## config.mk

```make
export PLATFORM = sky130hd
export DESIGN_NAME = serial_word_tx
export DESIGN_NICKNAME = d
export VERILOG_FILES = /design/src/rtl/serial_word_tx.sv
export SDC_FILE = /design/constraint.sdc
export NUM_CORES = 1
export LEC_CHECK = 0
export ABC_AREA = 0
export BUFFER_PORTS_ARGS = -buffer_cell sky130_fd_sc_hd__buf_2
export CAP_MARGIN = 40
export CORE_UTILIZATION = 55
export CTS_BUF_LIST = sky130_fd_sc_hd__clkbuf_8
export DETAILED_ROUTE_END_ITERATION = 8
export GPL_TIMING_DRIVEN = 0
export PLACE_DENSITY = 0.77
export SLEW_MARGIN = 10
export SYNTH_ARGS = -nofsm -noshare
export SYNTH_HDL_FRONTEND = slang
export SYNTH_SLANG_ARGS = --single-unit
```

## constraint.sdc

```tcl
create_clock -name clock -period 2.5 [get_ports clock]
set_input_delay 0.25 -clock clock [delete_from_list [all_inputs] [get_ports clock]]
set_output_delay 0.25 -clock clock [all_outputs]
set_load 0.05 [all_outputs]
```

## src/rtl/serial_word_tx.sv

```systemverilog
// Parallel-to-serial framer: FIFO-buffered words sent as start '1', DATA_W bits MSB-first, GAP_CYCLES '0's.
// Optional key-lock obfuscation of data bits enabled by defining CUTE_LOCK_EN.
module serial_word_tx #(
   parameter int DATA_W     = 8,
   parameter int FIFO_DEPTH = 4,
   parameter int GAP_CYCLES = 2
`ifdef CUTE_LOCK_EN
   ,
   parameter logic [2:0] KEY_0 = 3'd2,
   parameter logic [2:0] KEY_1 = 3'd3,
   parameter logic [2:0] KEY_2 = 3'd4,
   parameter logic [2:0] KEY_3 = 3'd5
`endif
) (
   input  logic              clock,
   input  logic              reset_n,
   input  logic [DATA_W-1:0] in_data,
   input  logic              in_valid,
   output logic              in_ready,
   output logic              tx_out,
   output logic              busy,
   output logic [7:0]        frame_cnt
`ifdef CUTE_LOCK_EN
   ,
   input  logic [2:0]        keyinput
`endif
);

   localparam int AW = $clog2(FIFO_DEPTH);
   localparam int BW = (DATA_W > 1) ? $clog2(DATA_W) : 1;
   localparam int GW = $clog2(GAP_CYCLES + 1);

   typedef enum logic [1:0] {IDLE, DATA, GAP} state_t;

   state_t            state, state_nx;
   logic [DATA_W-1:0] mem [FIFO_DEPTH];
   logic [AW-1:0]     wr_ptr, rd_ptr;
   logic [AW:0]       count;
   logic              push, pop, not_empty;
   logic [DATA_W-1:0] shift, shift_nx;
   logic [BW-1:0]     bit_cnt, bit_cnt_nx;
   logic [GW-1:0]     gap_cnt, gap_cnt_nx;
   logic              tx_nx, frame_inc, data_inv;

   // Flags come only from the registered occupancy, never from in_valid.
   assign not_empty = (count != '0);
   assign in_ready  = (count != (AW+1)'(FIFO_DEPTH));
   assign push      = in_valid & in_ready;
   assign busy      = (state != IDLE) | not_empty;

`ifdef CUTE_LOCK_EN
   logic [1:0] lock_q;
   logic [2:0] key_exp;

   always_comb begin
      key_exp = KEY_0;
      case (lock_q)
         2'd0: key_exp = KEY_0;
         2'd1: key_exp = KEY_1;
         2'd2: key_exp = KEY_2;
         2'd3: key_exp = KEY_3;
         default: key_exp = KEY_0;
      endcase
   end

   assign data_inv = (keyinput != key_exp);

   always_ff @(posedge clock or negedge reset_n) begin
      if (!reset_n) lock_q <= 2'd0;
      else          lock_q <= lock_q + 2'd1;
   end
`else
   assign data_inv = 1'b0;
`endif

   always_ff @(posedge clock) begin
      if (push) mem[wr_ptr] <= in_data;
   end

   always_ff @(posedge clock or negedge reset_n) begin
      if (!reset_n) begin
         wr_ptr <= '0;
         rd_ptr <= '0;
         count  <= '0;
      end else begin
         if (push) wr_ptr <= wr_ptr + 1'b1;
         if (pop)  rd_ptr <= rd_ptr + 1'b1;
         count <= count + (AW+1)'(push) - (AW+1)'(pop);
      end
   end

   // gap_cnt is loaded with GAP_CYCLES so that the closing edge (frame done,
   // optional back-to-back start) lands after the last idle '0' cycle.
   always_comb begin
      state_nx   = state;
      shift_nx   = shift;
      bit_cnt_nx = bit_cnt;
      gap_cnt_nx = gap_cnt;
      tx_nx      = 1'b0;
      pop        = 1'b0;
      frame_inc  = 1'b0;
      case (state)
         IDLE: begin
            if (not_empty) begin
               pop        = 1'b1;
               shift_nx   = mem[rd_ptr];
               tx_nx      = 1'b1;
               bit_cnt_nx = BW'(DATA_W - 1);
               state_nx   = DATA;
            end
         end
         DATA: begin
            tx_nx = shift[bit_cnt] ^ data_inv;
            if (bit_cnt == '0) begin
               gap_cnt_nx = GW'(GAP_CYCLES);
               state_nx   = GAP;
            end else begin
               bit_cnt_nx = bit_cnt - 1'b1;
            end
         end
         GAP: begin
            if (gap_cnt != '0) begin
               gap_cnt_nx = gap_cnt - 1'b1;
            end else begin
               frame_inc = 1'b1;
               if (not_empty) begin
                  pop        = 1'b1;
                  shift_nx   = mem[rd_ptr];
                  tx_nx      = 1'b1;
                  bit_cnt_nx = BW'(DATA_W - 1);
                  state_nx   = DATA;
               end else begin
                  state_nx = IDLE;
               end
            end
         end
         default: state_nx = IDLE;
      endcase
   end

   always_ff @(posedge clock or negedge reset_n) begin
      if (!reset_n) begin
         state     <= IDLE;
         shift     <= '0;
         bit_cnt   <= '0;
         gap_cnt   <= '0;
         tx_out    <= 1'b0;
         frame_cnt <= 8'd0;
      end else begin
         state   <= state_nx;
         shift   <= shift_nx;
         bit_cnt <= bit_cnt_nx;
         gap_cnt <= gap_cnt_nx;
         tx_out  <= tx_nx;
         if (frame_inc) frame_cnt <= frame_cnt + 8'd1;
      end
   end

endmodule

```

Word level (Yosys, flattened, before mapping)
Memories as Yosys holds them, arrays and structs flattened.
Cells that the tools add are included.
{"block": "totals", "regBits": 31, "ram_bits": 32, "inputBits": 11, "out_inout_bits": 11, "elab_cells": 64, "memories": 1}
{"block": "op_classes", "addsub": 7, "magnitude_cmp": 1, "n_eq_ne": 8, "n_mux": 24, "bitwise_logic": 2, "n_reduce_logical": 12}
{"memory": "mem", "depth": 4, "word_bits": 8, "rd": 1, "rd_ports_with_merged_regs": 0, "write_ports": 1, "line_no": "36", "text": "logic [DATA_W-1:0] mem [FIFO_DEPTH];"}
{"cell": "two-way mux 8 bit", "n": 2}
{"cell": "case mux 8 bit (2 select lines)", "n": 1}
{"cell": "inequality test 2 bit (second input constant)", "n": 5}
{"cell": "two-way mux 3 bit", "n": 3}
{"cell": "case mux 3 bit (3 select lines)", "n": 1}
{"cell": "AND reduction 3 bit", "n": 3}
{"cell": "adder 8 x 1 -> 8 bit (second input constant)", "n": 1}
{"cell": "two-way mux 1 bit", "n": 8}
{"cell": "two-way mux 2 bit", "n": 4}
{"cell": "nonzero test 2 bit", "n": 4}
{"cell": "case mux 2 bit (3 select lines)", "n": 1}
{"cell": "nonzero test 3 bit", "n": 2}
{"cell": "adder 2 x 1 -> 2 bit (second input constant)", "n": 2}
{"cell": "< comparator 3 x 4 -> 1 bit (second input constant)", "n": 1}
{"cell": "case mux 2 bit (2 select lines)", "n": 1}
{"cell": "adder 3 x 1 -> 3 bit", "n": 1}
{"cell": "binary-select mux 1 bit (select 3 bit)", "n": 1}
{"cell": "zero test 3 bit", "n": 1}
{"cell": "inequality test 3 bit (second input constant)", "n": 1}
{"cell": "case mux 1 bit (3 select lines)", "n": 1}
{"cell": "subtractor 3 x 1 -> 3 bit", "n": 1}
{"cell": "subtractor 3 x 1 -> 3 bit (second input constant)", "n": 1}
{"cell": "equality test 2 x 1 -> 1 bit (second input constant)", "n": 1}
{"cell": "equality test 2 bit (second input constant)", "n": 1}
{"cell": "6 further kinds", "n": 6}

Depth between registers and ports, before layout
{"block": "logic_depth", "word_depth": 5, "ltp_mapped": 12, "depth_no_buf": 11}

Worst setup path after synthesis
No wires, ideal clock.
{"block": "synth_timing", "kind": "flip-flop to flip-flop", "from": "register count[1]", "to": "register count[2]", "setup_ps": 126, "arrival_ps": 2238, "required_ps": 2374, "slack_ps": 136, "stages_incl_launch_ff": 11, "path_buffers": 0, "period_less_slack_ps": 2364, "path_cell_list": "dfrtp_1 -> or3b_4 -> and2_4 -> inv_1 -> ha_1 -> inv_1 -> ha_1 -> inv_1 -> fa_1 -> xnor2_1 -> xnor2_1"}
{"block": "synth_via", "word_cells_on_any_way": 8, "cone_classes": "add/sub (2); eq/ne (1); mux (3); bitwise (1); reduce/logical (1)"}
{"element": "start: declaration", "line_no": "38", "text": "logic [AW:0] count;"}
{"element": "start signal: assignment", "line_no": "88", "text": "count <= count + (AW+1)'(push) - (AW+1)'(pop);"}
{"element": "inequality test 3 bit", "line_no": "47", "text": "assign in_ready = (count != (AW+1)'(FIFO_DEPTH));"}
{"element": "via in_ready", "line_no": "19", "text": "output logic in_ready,"}
{"element": "AND 1 bit", "line_no": "48", "text": "assign push = in_valid & in_ready;"}
{"element": "adder 3 x 1 -> 3 bit", "line_no": "88"}
{"element": "subtractor 3 x 1 -> 3 bit", "line_no": "88"}
The timed path passes the listed nets, and every way through them passes these cells.
A chain may end at the register's enable or synchronous reset.

Worst setup path after layout
{"block": "layout_timing", "from": "register count[1]", "to": "register count[2]"}
{"block": "layout_via", "elab_chain_cells": 5, "word_cells_on_any_way": 8, "cone_classes": "add/sub (2); eq/ne (1); mux (3); bitwise (1); reduce/logical (1)"}
{"element": "branches (longest 4 deep; another with adder 3 x 1 -> 3 bit)"}
{"element": "subtractor 3 x 1 -> 3 bit *", "line_no": "88"}
Every way passes the cells marked *.

==> results.py <==
metrics = {
    "synth": {
        "synth.ff_latch_count": 63,
        "synth_top_area_cell": "edfxtp_1",
        "ys_seq_area_share_pct": 64.3,
        "synth_cells": 168,
        "synthTopCellsByArea": "edfxtp_1 36%, dfrtp_1 29%, mux4_2 7.5%",
        "synth_area_sq_um": 2700,
        "synth_cell_types": 38,
        "async_flop_share_pct": 49.2,
        "synth.top_cell.area_share_pct": 35.6,
        "yosys_warnings": 0,
        "syn-num-nets": 190,
        "synth-main-ff-cell": "edfxtp_1",
        "synth_edf_count": 32,
        "avgSynthCellArea_sq_um": 16.1,
    },
    "timing": {
        "skew_ps": 6.34,
        "fmax_mhz": 425,
        "period_needed_ps": 2350,
        "max_slew.worst_pin.slew_ps": 702,
        "hold_viol": 0,
        "period_share_pct": 94.0,
        "drv_slew": 0,
        "setup_slack_ps": 149,
        "finalSetupViolCount": 0,
        "slew_headroom_pct": 53.2,
        "rsz0062_at_grt": "no",
    },
    "global_routing": {
        "antenna_found_initial": 0,
        "grt_pass1_wl_mm": 7.30,
        "grt_util_all_layers_pct": 20.3,
        "grt_pass1_vias": 1532,
        "grt_overflow": 0,
        "grt_max_degree": 32,
    },
    "clocking": {
        "cts_sinks": 63,
        "clock_path_buffers": 2,
        "clk_latency_ps": 340,
        "cts_tree": "built",
        "clockRootBuffer": "clkbuf_8",
        "htree_levels": 3,
        "cts_buffers": 9,
        "clkSlewWorstSetupHoldPaths_ps": 70,
    },
    "run": {
        "drv_cap": 0,
    },
    "routing": {
        "num_vias": 1478,
        "drt_iter0_drc": 97,
        "firstDrtPassIters": 4,
        "drcViolationCount": 0,
        "routed_wl_mm": 4.47,
        "post_drt_wl_per_cell_um": 16.1,
        "avgViaCountPerCell": 5.34,
        "ant_nets": 0,
    },
    "place": {
        "place.gp.congestion": 0.713,
        "placed_area_sq_um": 2890,
        "dpl.cell_count": 256,
        "dp.final_hpwl_mm": 3.07,
        "pre_cts_ws_ps": -113,
        "place.port_buffers": 21,
    },
    "worst_setup_path": {
        "cp_cell_sequence": "or3b_4 > and2_4 > inv_1 > ha_1 > inv_1 > ha_1 > inv_1 > fa_1 > xnor2_1 > xnor2_1",
        "crit_required_ps": 2770,
        "slowest_delay_ps": 460,
        "startpoint_type": "register",
        "end_kind": "register",
        "crit_top_cell": "inv_1",
        "r2r-start": "count[1]",
        "r2r_setup_slack_ps": 150,
        "arrival_ps": 2620,
        "worst-setup-path-type": "reg -> reg",
        "crit_path_top_delay_cell": "dfrtp_2",
        "timing.rr.end": "count[2]",
        "reg2reg_depth": 10,
        "critPathMaxFanout": 6,
    },
    "pwr": {
        "total_power_mw": 3.69,
        "vdd_drop_max_mv": 0.688,
        "p_leak_nw": 1.32,
        "powerDensity_nw_per_um2": 1180,
    },
    "floorplan": {
        "die_w_um": 72.1,
        "die_area_sq_um": 5190,
        "core_sq_um": 4720,
        "num_rows": 25,
        "die_h_um": 72.1,
        "io_pins": 22,
        "start_util_pct": 57.2,
    },
    "hold_path": {
        "hold_class": "in -> reg",
        "hold_path_startpoint": "in_data[7]",
        "hold_path_end": "mem[3][7]",
        "whs_path_depth": 1,
    },
    "final_layout": {
        "syn_to_final_growth_pct": 15.8,
        "drive_gt1_share_pct": 33.8,
        "finalInstanceArea_sq_um": 3130,
        "layout.nets": 227,
        "num_antenna_cells": 0,
        "instances_no_fill": 277,
    },
    "status": {
        "outcome": "complete, no violations",
    },
}
[cell families after synthesis]
logic type | count (synthesis) | synth area share, %
and+or+nand+nor | 37 | 8.62
DFF | 63 | 64.3
adders and majority gates | 11 | 5.38
xor gates and xnor gates | 12 | 3.89
buffers and inverters | 15 | 2.36
muxes | 23 | 13.4
AOI/OAI and AO/OA | 7 | 2.04
[worst max path at each step]
stage / cells past startpoint / from / to / slack [ps]
after floorplan: 10 / count[1] / count[2] / 140
after global placement: 12 / gap_cnt[0] / count[2] / -30
after detailed placement: 12 / gap_cnt[0] / count[2] / -110
after CTS: 12 / gap_cnt[0] / count[2] / 6
after global routing: 10 / count[1] / count[2] / 20
final: 10 / count[1] / count[2] / 150
[power breakdown]
group	internal (mW)	switching (mW)	leakage, nW
logic	0.665	0.642	0.549
registers	1.42	0.197	0.671
clock network	0.403	0.370	0.0977
[registers in the layout, indices dropped and copies added, names as in the netlist]
register	cells
mem	32
frame_cnt	8
shift	8
bit_cnt	3
count	3
gap_cnt	2
rd_ptr	2
state	2
wr_ptr	2
tx_out	1
[layout by cell type, fill, tap and decap left out, types with 2 or more instances in the layout]
cell	count
buf_2	21
mux2i_1	2
nand4_1	4
nand3_1	2
clkinv_2	2
buf_4	5
mux4_2	9
ha_1	9
nor3_1	3
inv_1	14
xnor2_1	7
clkbuf_8	11
nand2_1	4
edfxtp_1	32
mux2_2	9
nor3_4	2
mux2_1	2
and3_2	4
xor2_1	5
dfrtp_1	30
nor2_1	3
nor2b_1	2
nand2b_1	4
[critical path: cells and delay by family (launching register included)]
| kind | cells | cell delay (ps) |
|---|---|---|
| adders and majority gates | 3 | 720 |
| and+or+nand+nor | 2 | 630 |
| DFF | 1 | 460 |
| xor gates and xnor gates | 2 | 310 |
| buffers and inverters | 3 | 160 |
[metrics by stage]
step,TNS (ps),utilization [%],hold slack (ps)
final,0,66.2,123
after global routing,0,66.2,101
after CTS,0,65.4,109
after detailed placement,-113,61.2,336
after global placement,-31.1,61.2,313
after floorplan,0,-,-45.6
[cell usage after synthesis, types with 2 or more instances]
cell      count
and3_2        4
buf_4         2
dfrtp_1      31
edfxtp_1     32
ha_1         10
inv_1        12
mux2_1        2
mux2_2        9
mux2i_1       2
mux4_2        9
nand2_1       4
nand2b_1      4
nand3_1       2
nand4_1       4
nor2_1        3
nor2b_1       3
nor3_1        3
nor3_2        2
xnor2_1       7
xor2_1        5
[routing by layer]
layer  up-vias  track usage [%]  share of wire [%]  wire length (um)
met5         -                0                  0                 0
met2        40             31.6                 51              2300
li1        695                -                  -                 -
met4         0             11.1                1.9                83
met1       734             24.3                 43              1920
met3         9             8.19                3.8               170
[timing repair]
item                                    CTS  global route
endpoints found under the setup margin    1             1
endpoints found under the hold margin    31             0
pin swaps                                 1             1
buffers inserted                          1             3
resized for setup                         2             4
hold buffers                              1             0
[cell type report]
cell class,instances,area [sq um]
Sequential cell,63,1740
Multi-Input combinational cell,90,917
Clock inverter,5,25.0
Timing Repair Buffer,26,145
Clock buffer,11,151
Buffer,3,22.5
Fill cell,343,1600
Inverter,12,45.0
Tap cell,67,83.8
Power figures use the tool's default switching activity.
